[src/rtl/mem_port_arbiter.sv]
// Round-robin arbiter sharing one registered memory port between the fetch and load/store
// requesters, with a bounded wait that aborts a transaction the memory never acknowledges.
module mem_port_arbiter #(
    parameter int unsigned AWIDTH  = 32,
    parameter int unsigned DWIDTH  = 32,
    parameter int unsigned TIMEOUT = 16
) (
    input  logic                f_clk,
    input  logic                f_rst,

    input  logic                a_i_syn,
    input  logic [AWIDTH-1:0]   a_i_addr,
    output logic                a_o_ack,
    output logic [DWIDTH-1:0]   a_o_rdata,
    output logic                a_o_err,

    input  logic                d_i_syn,
    input  logic                d_i_we,
    input  logic [AWIDTH-1:0]   d_i_addr,
    input  logic [DWIDTH-1:0]   d_i_wdata,
    input  logic [DWIDTH/8-1:0] d_i_sel,
    output logic                d_o_ack,
    output logic [DWIDTH-1:0]   d_o_rdata,
    output logic                d_o_err,

    output logic                m_o_stb,
    output logic                m_o_we,
    output logic [AWIDTH-1:0]   m_o_addr,
    output logic [DWIDTH-1:0]   m_o_wdata,
    output logic [DWIDTH/8-1:0] m_o_sel,
    input  logic                m_i_ack,
    input  logic [DWIDTH-1:0]   m_i_rdata,

    output logic [1:0]          o_grant
);

    localparam int unsigned SWIDTH = DWIDTH / 8;
    localparam int unsigned CWIDTH = $clog2(TIMEOUT + 1);
    localparam logic [CWIDTH-1:0] CNT_LAST = CWIDTH'(TIMEOUT - 1);
    localparam logic [CWIDTH-1:0] CNT_MAX  = '1;

    typedef enum logic [1:0] {StIdle, StBusyI, StBusyD} state_e;

    state_e              r_state, w_state_nxt;
    logic                r_last_d, w_last_d_nxt;
    logic [CWIDTH-1:0]   r_cnt, w_cnt_nxt;

    logic                r_stb, w_stb_nxt;
    logic                r_we, w_we_nxt;
    logic [AWIDTH-1:0]   r_addr, w_addr_nxt;
    logic [DWIDTH-1:0]   r_wdata, w_wdata_nxt;
    logic [SWIDTH-1:0]   r_sel, w_sel_nxt;
    logic [1:0]          r_grant, w_grant_nxt;

    logic                r_a_ack, w_a_ack_nxt;
    logic [DWIDTH-1:0]   r_a_rdata, w_a_rdata_nxt;
    logic                r_a_err, w_a_err_nxt;
    logic                r_d_ack, w_d_ack_nxt;
    logic [DWIDTH-1:0]   r_d_rdata, w_d_rdata_nxt;
    logic                r_d_err, w_d_err_nxt;

    logic                w_a_elig, w_d_elig, w_pick_d, w_busy, w_timeout, w_done;
    logic [DWIDTH-1:0]   w_resp_data;

    // A requester whose ack is on the bus this cycle is still holding syn; mask it out.
    assign w_a_elig    = a_i_syn && !r_a_ack;
    assign w_d_elig    = d_i_syn && !r_d_ack;
    assign w_pick_d    = w_d_elig && (!w_a_elig || !r_last_d);
    assign w_busy      = (r_state != StIdle);
    assign w_timeout   = w_busy && !m_i_ack && (r_cnt == CNT_LAST);
    assign w_done      = w_busy && (m_i_ack || w_timeout);
    assign w_resp_data = m_i_ack ? m_i_rdata : '0;

    always_ff @(posedge f_clk or negedge f_rst) begin
        if (!f_rst) begin
            r_state <= StIdle;
        end else begin
            r_state <= w_state_nxt;
        end
    end

    always_comb begin
        w_state_nxt = r_state;
        case (r_state)
            StIdle: begin
                if (w_a_elig || w_d_elig) begin
                    w_state_nxt = w_pick_d ? StBusyD : StBusyI;
                end
            end
            StBusyI, StBusyD: begin
                if (w_done) begin
                    w_state_nxt = StIdle;
                end
            end
            default: w_state_nxt = StIdle;
        endcase
    end

    always_comb begin
        w_last_d_nxt  = r_last_d;
        w_cnt_nxt     = r_cnt;
        w_stb_nxt     = r_stb;
        w_we_nxt      = r_we;
        w_addr_nxt    = r_addr;
        w_wdata_nxt   = r_wdata;
        w_sel_nxt     = r_sel;
        w_grant_nxt   = r_grant;
        w_a_ack_nxt   = 1'b0;
        w_a_rdata_nxt = r_a_rdata;
        w_a_err_nxt   = 1'b0;
        w_d_ack_nxt   = 1'b0;
        w_d_rdata_nxt = r_d_rdata;
        w_d_err_nxt   = 1'b0;
        case (r_state)
            StIdle: begin
                if (w_a_elig || w_d_elig) begin
                    w_stb_nxt    = 1'b1;
                    w_cnt_nxt    = '0;
                    w_last_d_nxt = w_pick_d;
                    if (w_pick_d) begin
                        w_we_nxt    = d_i_we;
                        w_addr_nxt  = d_i_addr;
                        w_wdata_nxt = d_i_wdata;
                        w_sel_nxt   = d_i_sel;
                        w_grant_nxt = 2'b10;
                    end else begin
                        w_we_nxt    = 1'b0;
                        w_addr_nxt  = a_i_addr;
                        w_wdata_nxt = '0;
                        w_sel_nxt   = '1;
                        w_grant_nxt = 2'b01;
                    end
                end
            end
            StBusyI, StBusyD: begin
                if (w_done) begin
                    w_stb_nxt   = 1'b0;
                    w_grant_nxt = 2'b00;
                    if (r_state == StBusyD) begin
                        w_d_ack_nxt   = 1'b1;
                        w_d_rdata_nxt = w_resp_data;
                        w_d_err_nxt   = !m_i_ack;
                    end else begin
                        w_a_ack_nxt   = 1'b1;
                        w_a_rdata_nxt = w_resp_data;
                        w_a_err_nxt   = !m_i_ack;
                    end
                end else if (r_cnt != CNT_MAX) begin
                    w_cnt_nxt = r_cnt + 1'b1;
                end
            end
            default: ;
        endcase
    end

    always_ff @(posedge f_clk or negedge f_rst) begin
        if (!f_rst) begin
            r_last_d  <= 1'b0;
            r_cnt     <= '0;
            r_stb     <= 1'b0;
            r_we      <= 1'b0;
            r_addr    <= '0;
            r_wdata   <= '0;
            r_sel     <= '0;
            r_grant   <= 2'b00;
            r_a_ack   <= 1'b0;
            r_a_rdata <= '0;
            r_a_err   <= 1'b0;
            r_d_ack   <= 1'b0;
            r_d_rdata <= '0;
            r_d_err   <= 1'b0;
        end else begin
            r_last_d  <= w_last_d_nxt;
            r_cnt     <= w_cnt_nxt;
            r_stb     <= w_stb_nxt;
            r_we      <= w_we_nxt;
            r_addr    <= w_addr_nxt;
            r_wdata   <= w_wdata_nxt;
            r_sel     <= w_sel_nxt;
            r_grant   <= w_grant_nxt;
            r_a_ack   <= w_a_ack_nxt;
            r_a_rdata <= w_a_rdata_nxt;
            r_a_err   <= w_a_err_nxt;
            r_d_ack   <= w_d_ack_nxt;
            r_d_rdata <= w_d_rdata_nxt;
            r_d_err   <= w_d_err_nxt;
        end
    end

    assign m_o_stb   = r_stb;
    assign m_o_we    = r_we;
    assign m_o_addr  = r_addr;
    assign m_o_wdata = r_wdata;
    assign m_o_sel   = r_sel;
    assign o_grant   = r_grant;
    assign a_o_ack   = r_a_ack;
    assign a_o_rdata = r_a_rdata;
    assign a_o_err   = r_a_err;
    assign d_o_ack   = r_d_ack;
    assign d_o_rdata = r_d_rdata;
    assign d_o_err   = r_d_err;

endmodule
[config.mk]
export PLATFORM = sky130hd
export DESIGN_NAME = mem_port_arbiter
export DESIGN_NICKNAME = d
export VERILOG_FILES = /design/src/rtl/mem_port_arbiter.sv
export SDC_FILE = /design/constraint.sdc
export NUM_CORES = 1
export LEC_CHECK = 0
export ABC_AREA = 1
export BUFFER_PORTS_ARGS = -buffer_cell sky130_fd_sc_hd__buf_2
export CAP_MARGIN = 20
export CORE_MARGIN = 2
export CORE_UTILIZATION = 30
export DETAILED_ROUTE_END_ITERATION = 7
export PLACE_DENSITY = 0.57
export RECOVER_POWER = 25
export SLEW_MARGIN = 25
export SYNTH_ARGS = -nofsm -noshare
export SYNTH_HDL_FRONTEND = slang
export SYNTH_SLANG_ARGS = --single-unit
[constraint.sdc]
create_clock -name f_clk -period 4 [get_ports f_clk]
set_input_delay 0 -clock f_clk [delete_from_list [all_inputs] [get_ports f_clk]]
set_output_delay 0 -clock f_clk [all_outputs]
set_load 0.05 [all_outputs]
==> results of run 1 <==
==> routing by layer <==
layer	track usage	share of wire	up-vias
met5	0	0	-
met1	0.2140	0.44	2830
li1	-	-	3093
met4	0.05696	0.019	0
met3	0.04323	0.055	27
met2	0.2789	0.48	206
==> worst min-delay path: cells and delay by family <==
kind | cells | cell delay [ns]
AND/OR/NAND/NOR | 4 | 0.34
buffers and inverters | 1 | 0.09
==> layout make-up <==
cell class                 instances  area, um^2  share of cell area
clock buffer                      18       439.2             0.04433
clock inverter                    14       151.4             0.01528
inverter                          52       195.2             0.01970
multi-input combinational        493        2370              0.2392
sequential                       148        3704              0.3739
tap                              280       350.3             0.03537
timing repair buffer             416        2696              0.2722
==> power breakdown <==
group / total, W / internal, W / switching (W)
registers: 0.00254 / 0.00216 / 0.000380
logic: 0.00489 / 0.00124 / 0.00365
clock network: 0.00160 / 0.000940 / 0.000662
==> metrics by stage <==
| step | power [W] | setup WS (ns) | area [um^2] | cells | hold WS, ns |
|---|---|---|---|---|---|
| floorplan | 0.006098 | 2.288 | 6595 | 735 | -0.2956 |
| global placement | 0.007128 | 1.710 | 8049 | 1255 | -0.005789 |
| detailed placement | 0.007166 | 1.650 | 8049 | 1255 | -0.004311 |
| CTS | 0.009177 | 1.486 | 9981 | 1421 | 0.02898 |
| global route | 0.009576 | 1.227 | 9906 | 1421 | 0.08191 |
| finish | 0.009031 | 1.477 | 9906 | 1421 | 0.06111 |
==> cells by family after synthesis <==
family                     share of synthesized area
and+or+nand+nor                               0.2370
DFF                                           0.5616
AOI/OAI and AO/OA                             0.1121
buffers and inverters                        0.07987
adders and majority gates                   0.009486
==> state kept, by name (all words and copies together), names as in the netlist, 2 cells and up <==
name and count:
a_o_rdata 32, d_o_rdata 32, m_o_addr 32, m_o_sel 4
m_o_wdata 32, o_grant 2, r_cnt 5, r_state 2
==> worst min path at each step <==
stage	startpoint	to	slack, ns	depth (start not counted)
floorplan	f_rst	a_o_ack$_DFF_PN0_	-0.30	0
finish	d_i_syn	m_o_stb$_DFFE_PN0P_	0.06	5
global placement	f_rst	a_o_rdata[28]$_DFFE_PN0P_	-0.006	1
detailed placement	f_rst	a_o_rdata[28]$_DFFE_PN0P_	-0.004	1
CTS	d_i_syn	m_o_stb$_DFFE_PN0P_	0.03	5
global route	d_i_syn	m_o_stb$_DFFE_PN0P_	0.08	5
==> cell usage in the layout (no fill, tap or decap), types with 3 or more instances in the layout <==
cell type      count
buf_2            216
buf_4              5
clkbuf_1          60
clkbuf_16         17
clkinvlp_4         5
dfrtp_1          148
dlygate4sd3_1    134
ha_1               5
inv_1             49
inv_2              3
inv_6              3
nand2_1          261
nand2_2           24
nand3_1           39
nor2_1            49
o21ai_0           19
o21ai_1           37
o21ai_2           50
or2_2              3
==> flow_summary_export.csv, run 1 <==
group,metric,value,unit
floorplanning,core-area,21690,um^2
worst_setup_path,path_cells,"inv_1, ha_1, buf_4, nand2_2, inv_2, nand2_1, o21ai_1, dlygate4sd3_1",
sta,setup_viol,0,
worst_setup_path,path_delay_family,"buffers and inverters",
power,p_leak,5.160,nW
sta,hold_viol,0,
worst_setup_path,worstSetupPathType,"register to register",
sta,min_period,2.523,ns
floorplanning,die-area,23190,um^2
routing,drt-initial-drc-count,397,
worst_setup_path,timing.rr.end,"m_o_addr[10]$_DFFE_PN0P_",
grt,grt_first_pass_wirelength,31610,um
worst_setup_path,worstSetupStartpointType,"register",
worst_setup_path,slowest_delay,0.57,ns
grt,grtUsageTotal,0.1680,
clock_tree,cts-root-buf,"clkbuf_16",
placement,portBuffers,277,
routing,drcViolationCount,0,
cells_and_area,insertedDiodeCount,0,
clock_tree,cts.path.max_buffers,2,
logic_synthesis,synth_warnings,0,
cells_and_area,layout-drive-gt1-share,0.2962,
logic_synthesis,synth_cells,735,
routing,ant_nets,0,
logic_synthesis,yosysTopAreaCellShare,0.5616,
worst_hold_path,hold_class,"input pin to register",
clock_tree,h-tree-depth,4,
clock_tree,cts_tree,"yes",
logic_synthesis,yosys.cell_count.top_type,"nand2_1",
worst_setup_path,crit_buf_inv,4,
routing,wl_per_cell,13.57,um
sta,finalCritPeriodShare,0.6309,
logic_synthesis,synthArstFlopShare,1.000,
routing,wl,19290,um
clock_tree,postCtsHoldBufs,134,
logic_synthesis,syn_nets,878,
logic_synthesis,synth_area_leaders,"dfrtp_1 56%, nand2_1 15%, o21ai_2 6.6%, nand3_1 3.0%, o21ai_1 2.8%",
sta,tns,0,ns
sta,worstMarginPinSlew,0.9264,ns
grt,grt.overflow.total,0,
clock_tree,numCtsBuffers,17,
worst_setup_path,crit_cells,8,
routing,routed-via-count,6156,
logic_synthesis,synth_common_cells,"263 x nand2_1, 148 x dfrtp_1, 50 x o21ai_2, 49 x inv_1, 49 x nor2_1",
placement,dp_hpwl,12130,um
logic_synthesis,synth_top_area_cell,"dfrtp_1",
worst_setup_path,worstPathArrival,2.88,ns
sta,fin_skew,0.008490,ns
power,vdd_drop_max,0.4785,mV
cells_and_area,nNetsFinal,1271,
clock_tree,clk_pin_slew,0.06,ns
sta,timing.fmax,396.3,MHz
logic_synthesis,syn-mean-instance-area,8.973,um^2
clock_tree,cts_setup_buffers,0,
outcome,run_status,"finished, final reports clean",
placement,gp_congestion,0.7810,
clock_tree,clock-sinks,148,
worst_setup_path,crit_fanout,38,
worst_setup_path,rrSetupSlack,1.48,ns
worst_setup_path,r2r-start,"r_state[0]$_DFFE_PN0P_",
clock_tree,clk-insertion-delay-late,0.42,ns
logic_synthesis,synth_ff_type,"dfrtp_1",
power,power_per_cell_area,911.7,nW/um^2
cells_and_area,fillers,2140,
worst_setup_path,crit_path_end,"m_o_addr[10]$_DFFE_PN0P_",
grt,grt_max_degree,67,
worst_setup_path,required,4.35,ns
grt,antenna_found_initial,0,
floorplanning,fp.dieW,152.3,um
grt,grt_pass1_vias,6134,
logic_synthesis,netlist_area,6595,um^2
sta,rsz0062_at_grt,"no",
routing,dr.pass1.iters,4,
worst_setup_path,cpMaxStageDelayCell,"dlygate4sd3_1",
worst_setup_path,cp-startpoint,"r_state[0]$_DFFE_PN0P_",
logic_synthesis,synth.yosys.seq_area_share,0.5616,
floorplanning,rows,54,
routing,vias_per_cell,4.332,
logic_synthesis,synth_edf_count,0,
job,cap_violations,0,
logic_synthesis,synth_cell_types,24,
floorplanning,io_pins,278,
worst_setup_path,crit_path_end_kind,"register",
clock_tree,postCtsResizedCells,0,
floorplanning,start_util,0.3041,
worst_setup_path,r2r_cells,8,
sta,maxSlewHeadroom,0.3824,
cells_and_area,utilization,0.4567,
logic_synthesis,ys_ff_latch,148,
sta,drv_slew,0,
cells_and_area,syn2layout_area_growth,50.20,%
floorplanning,die_y,152.3,um
Power figures use the tool's default switching activity.
==> inputs of run 2 (changes only) <==
- clock period: 4 -> 2.6 ns (I/O delays scaled with it)
==> flow_summary_export.csv, run 2 (synthesized netlist as in run 1, its figures left out) <==
group,metric,value,unit
outcome,run_status,"finished, final reports clean",
floorplanning,rows,54,
cells_and_area,final_common_cell,"buf_2",
worst_setup_path,worstSetupPathType,"register to register",
clock_tree,cts-root-buf,"clkbuf_16",
floorplanning,io_pins,278,
worst_setup_path,rrSetupSlack,0.40,ns
power,sw_frac_of_total,0.5155,
floorplanning,start_util,0.3041,
job,cap_violations,0,
cells_and_area,nNetsFinal,1274,
worst_setup_path,required,2.96,ns
sta,fin_skew,0.01087,ns
power,vdd_drop_max,0.6259,mV
placement,portBuffers,277,
sta,tns,0,ns
worst_setup_path,worstSetupStartpointType,"register",
sta,drv_slew,0,
grt,grt_pass1_vias,6152,
clock_tree,h-tree-depth,4,
routing,drt-initial-drc-count,298,
worst_setup_path,crit_fanout,36,
sta,finalCritPeriodShare,0.8453,
power,p_seq_frac,0.275,
floorplanning,die_y,152.3,um
worst_setup_path,r2r-start,"r_state[0]$_DFFE_PN0P_",
worst_setup_path,timing.rr.end,"m_o_addr[23]$_DFFE_PN0P_",
sta,rsz0062_at_grt,"no",
floorplanning,core-area,21690,um^2
routing,ant_nets,0,
clock_tree,cts.path.max_buffers,2,
sta,worstMarginPinSlew,0.8611,ns
grt,antenna_found_initial,0,
clock_tree,cts_setup_buffers,0,
routing,wl,18890,um
worst_hold_path,hold_depth,6,
clock_tree,numCtsBuffers,17,
placement,dp_hpwl,11980,um
power,p_leak,5.425,nW
sta,min_period,2.198,ns
sta,maxSlewHeadroom,0.4259,
grt,grtUsageTotal,0.1664,
grt,grt_first_pass_wirelength,31260,um
power,power.switching,0.007272,W
routing,wl_per_cell,13.26,um
worst_setup_path,worstPathArrival,2.55,ns
power,finalPower,0.01411,W
routing,vias_per_cell,4.348,
worst_setup_path,path_cells,"inv_1, ha_1, nand2_2, inv_2, nand2_1, o21ai_1, dlygate4sd3_1",
worst_setup_path,crit_path_end_kind,"register",
worst_setup_path,r2r_cells,7,
power,power_per_cell_area,1404,nW/um^2
sta,setup_viol,0,
cells_and_area,insertedDiodeCount,0,
worst_setup_path,cpMaxStageDelayCell,"dlygate4sd3_1",
clock_tree,clock-sinks,148,
clock_tree,clk_pin_slew,0.07,ns
routing,drcViolationCount,0,
floorplanning,die-area,23190,um^2
clock_tree,postCtsResizedCells,0,
worst_setup_path,slowest_delay,0.57,ns
clock_tree,clk-insertion-delay-late,0.42,ns
placement,gp_congestion,0.7918,
routing,dr.pass1.iters,4,
floorplanning,fp.dieW,152.3,um
clock_tree,cts_tree,"yes",
power,p_int,0.006835,W
power,pwr-share-comb,0.544,
power,clockPowerShare,0.181,
cells_and_area,syn2layout_area_growth,52.40,%
cells_and_area,final_cell_mix,"276 x buf_2, 261 x nand2_1, 148 x dfrtp_1, 134 x dlygate4sd3_1, 50 x o21ai_2",
grt,grt.overflow.total,0,
worst_hold_path,min_from,"m_i_ack",
sta,hold_viol,0,
worst_hold_path,hold_class,"input pin to register",
routing,routed-via-count,6192,
worst_hold_path,holdPathEnd,"r_cnt[3]$_DFFE_PN0P_",
sta,timing.fmax,455.0,MHz
grt,grt_max_degree,149,
cells_and_area,fillers,2065,
cells_and_area,layout-drive-gt1-share,0.3488,
run 2: critical path, delay by kind of cell (launching register included):
family / cells / cell delay (ns)
fa+ha+maj: 1 / 0.24
simple gates: 2 / 0.20
compound gates: 1 / 0.15
flops: 1 / 0.36
buf+inv: 3 / 1.15
run 2: layout make-up:
cell class | count | area, um^2 | area share
Sequential cell | 148 | 3704 | 0.3685
Timing Repair Buffer | 419 | 2824 | 0.2810
Multi-Input combinational cell | 493 | 2370 | 0.2358
Clock buffer | 17 | 425.4 | 0.04233
Tap cell | 280 | 350.3 | 0.03486
Inverter | 52 | 195.2 | 0.01942
Clock inverter | 15 | 182.7 | 0.01817
run 2: repair_timing:
item / 4_1_cts / 5_1_grt
hold endpoints to repair: 281 / 0
hold buffers: 134 / 0
endpoints found under the setup margin: 0 / 0
run 2: layer usage:
metal / global-route usage / vias to the layer above / share of wire
met5: 0 / - / 0
met4: 0.06142 / 0 / 0.019
met3: 0.03811 / 27 / 0.056
met2: 0.2778 / 195 / 0.48
met1: 0.2117 / 2874 / 0.45
li1: - / 3096 / -
run 2: stage by stage:
step	util	area, um^2	std cells	hold slack, ns	setup WS, ns
after floorplan	-	6595	735	-0.2956	0.8878
final	0.4634	10050	1424	0.02105	0.4023
after global routing	0.4634	10050	1424	0.03555	0.1678
after global placement	0.3739	8109	1258	0.2139	0.7032
after CTS	0.4638	10060	1424	0.003437	0.3880
after detailed placement	0.3739	8109	1258	0.2104	0.6382
run 2: power groups by stage:
stage,Combinational [W],Clock (W),Sequential [W]
floorplan,0.00205,0,0.00733
global placement,0.00710,0,0.00390
detailed placement,0.00717,0,0.00390
CTS,0.00774,0.00264,0.00388
global route,0.00820,0.00274,0.00402
finish,0.00767,0.00256,0.00388
run 2: how the worst max path moves through the flow:
| stage | startpoint | end | cells after the start |
|---|---|---|---|
| 2_1_floorplan | r_cnt[0]$_DFFE_PN0P_ | d_o_rdata[13]$_DFFE_PN0P_ | 10 |
| 3_3_place_gp | r_cnt[0]$_DFFE_PN0P_ | a_o_rdata[3]$_DFFE_PN0P_ | 9 |
| 3_5_place_dp | r_cnt[0]$_DFFE_PN0P_ | d_o_rdata[4]$_DFFE_PN0P_ | 9 |
| 4_1_cts | r_state[0]$_DFFE_PN0P_ | m_o_addr[3]$_DFFE_PN0P_ | 7 |
| 5_1_grt | r_state[0]$_DFFE_PN0P_ | m_o_addr[3]$_DFFE_PN0P_ | 7 |
| 6_report | r_state[0]$_DFFE_PN0P_ | m_o_addr[23]$_DFFE_PN0P_ | 7 |
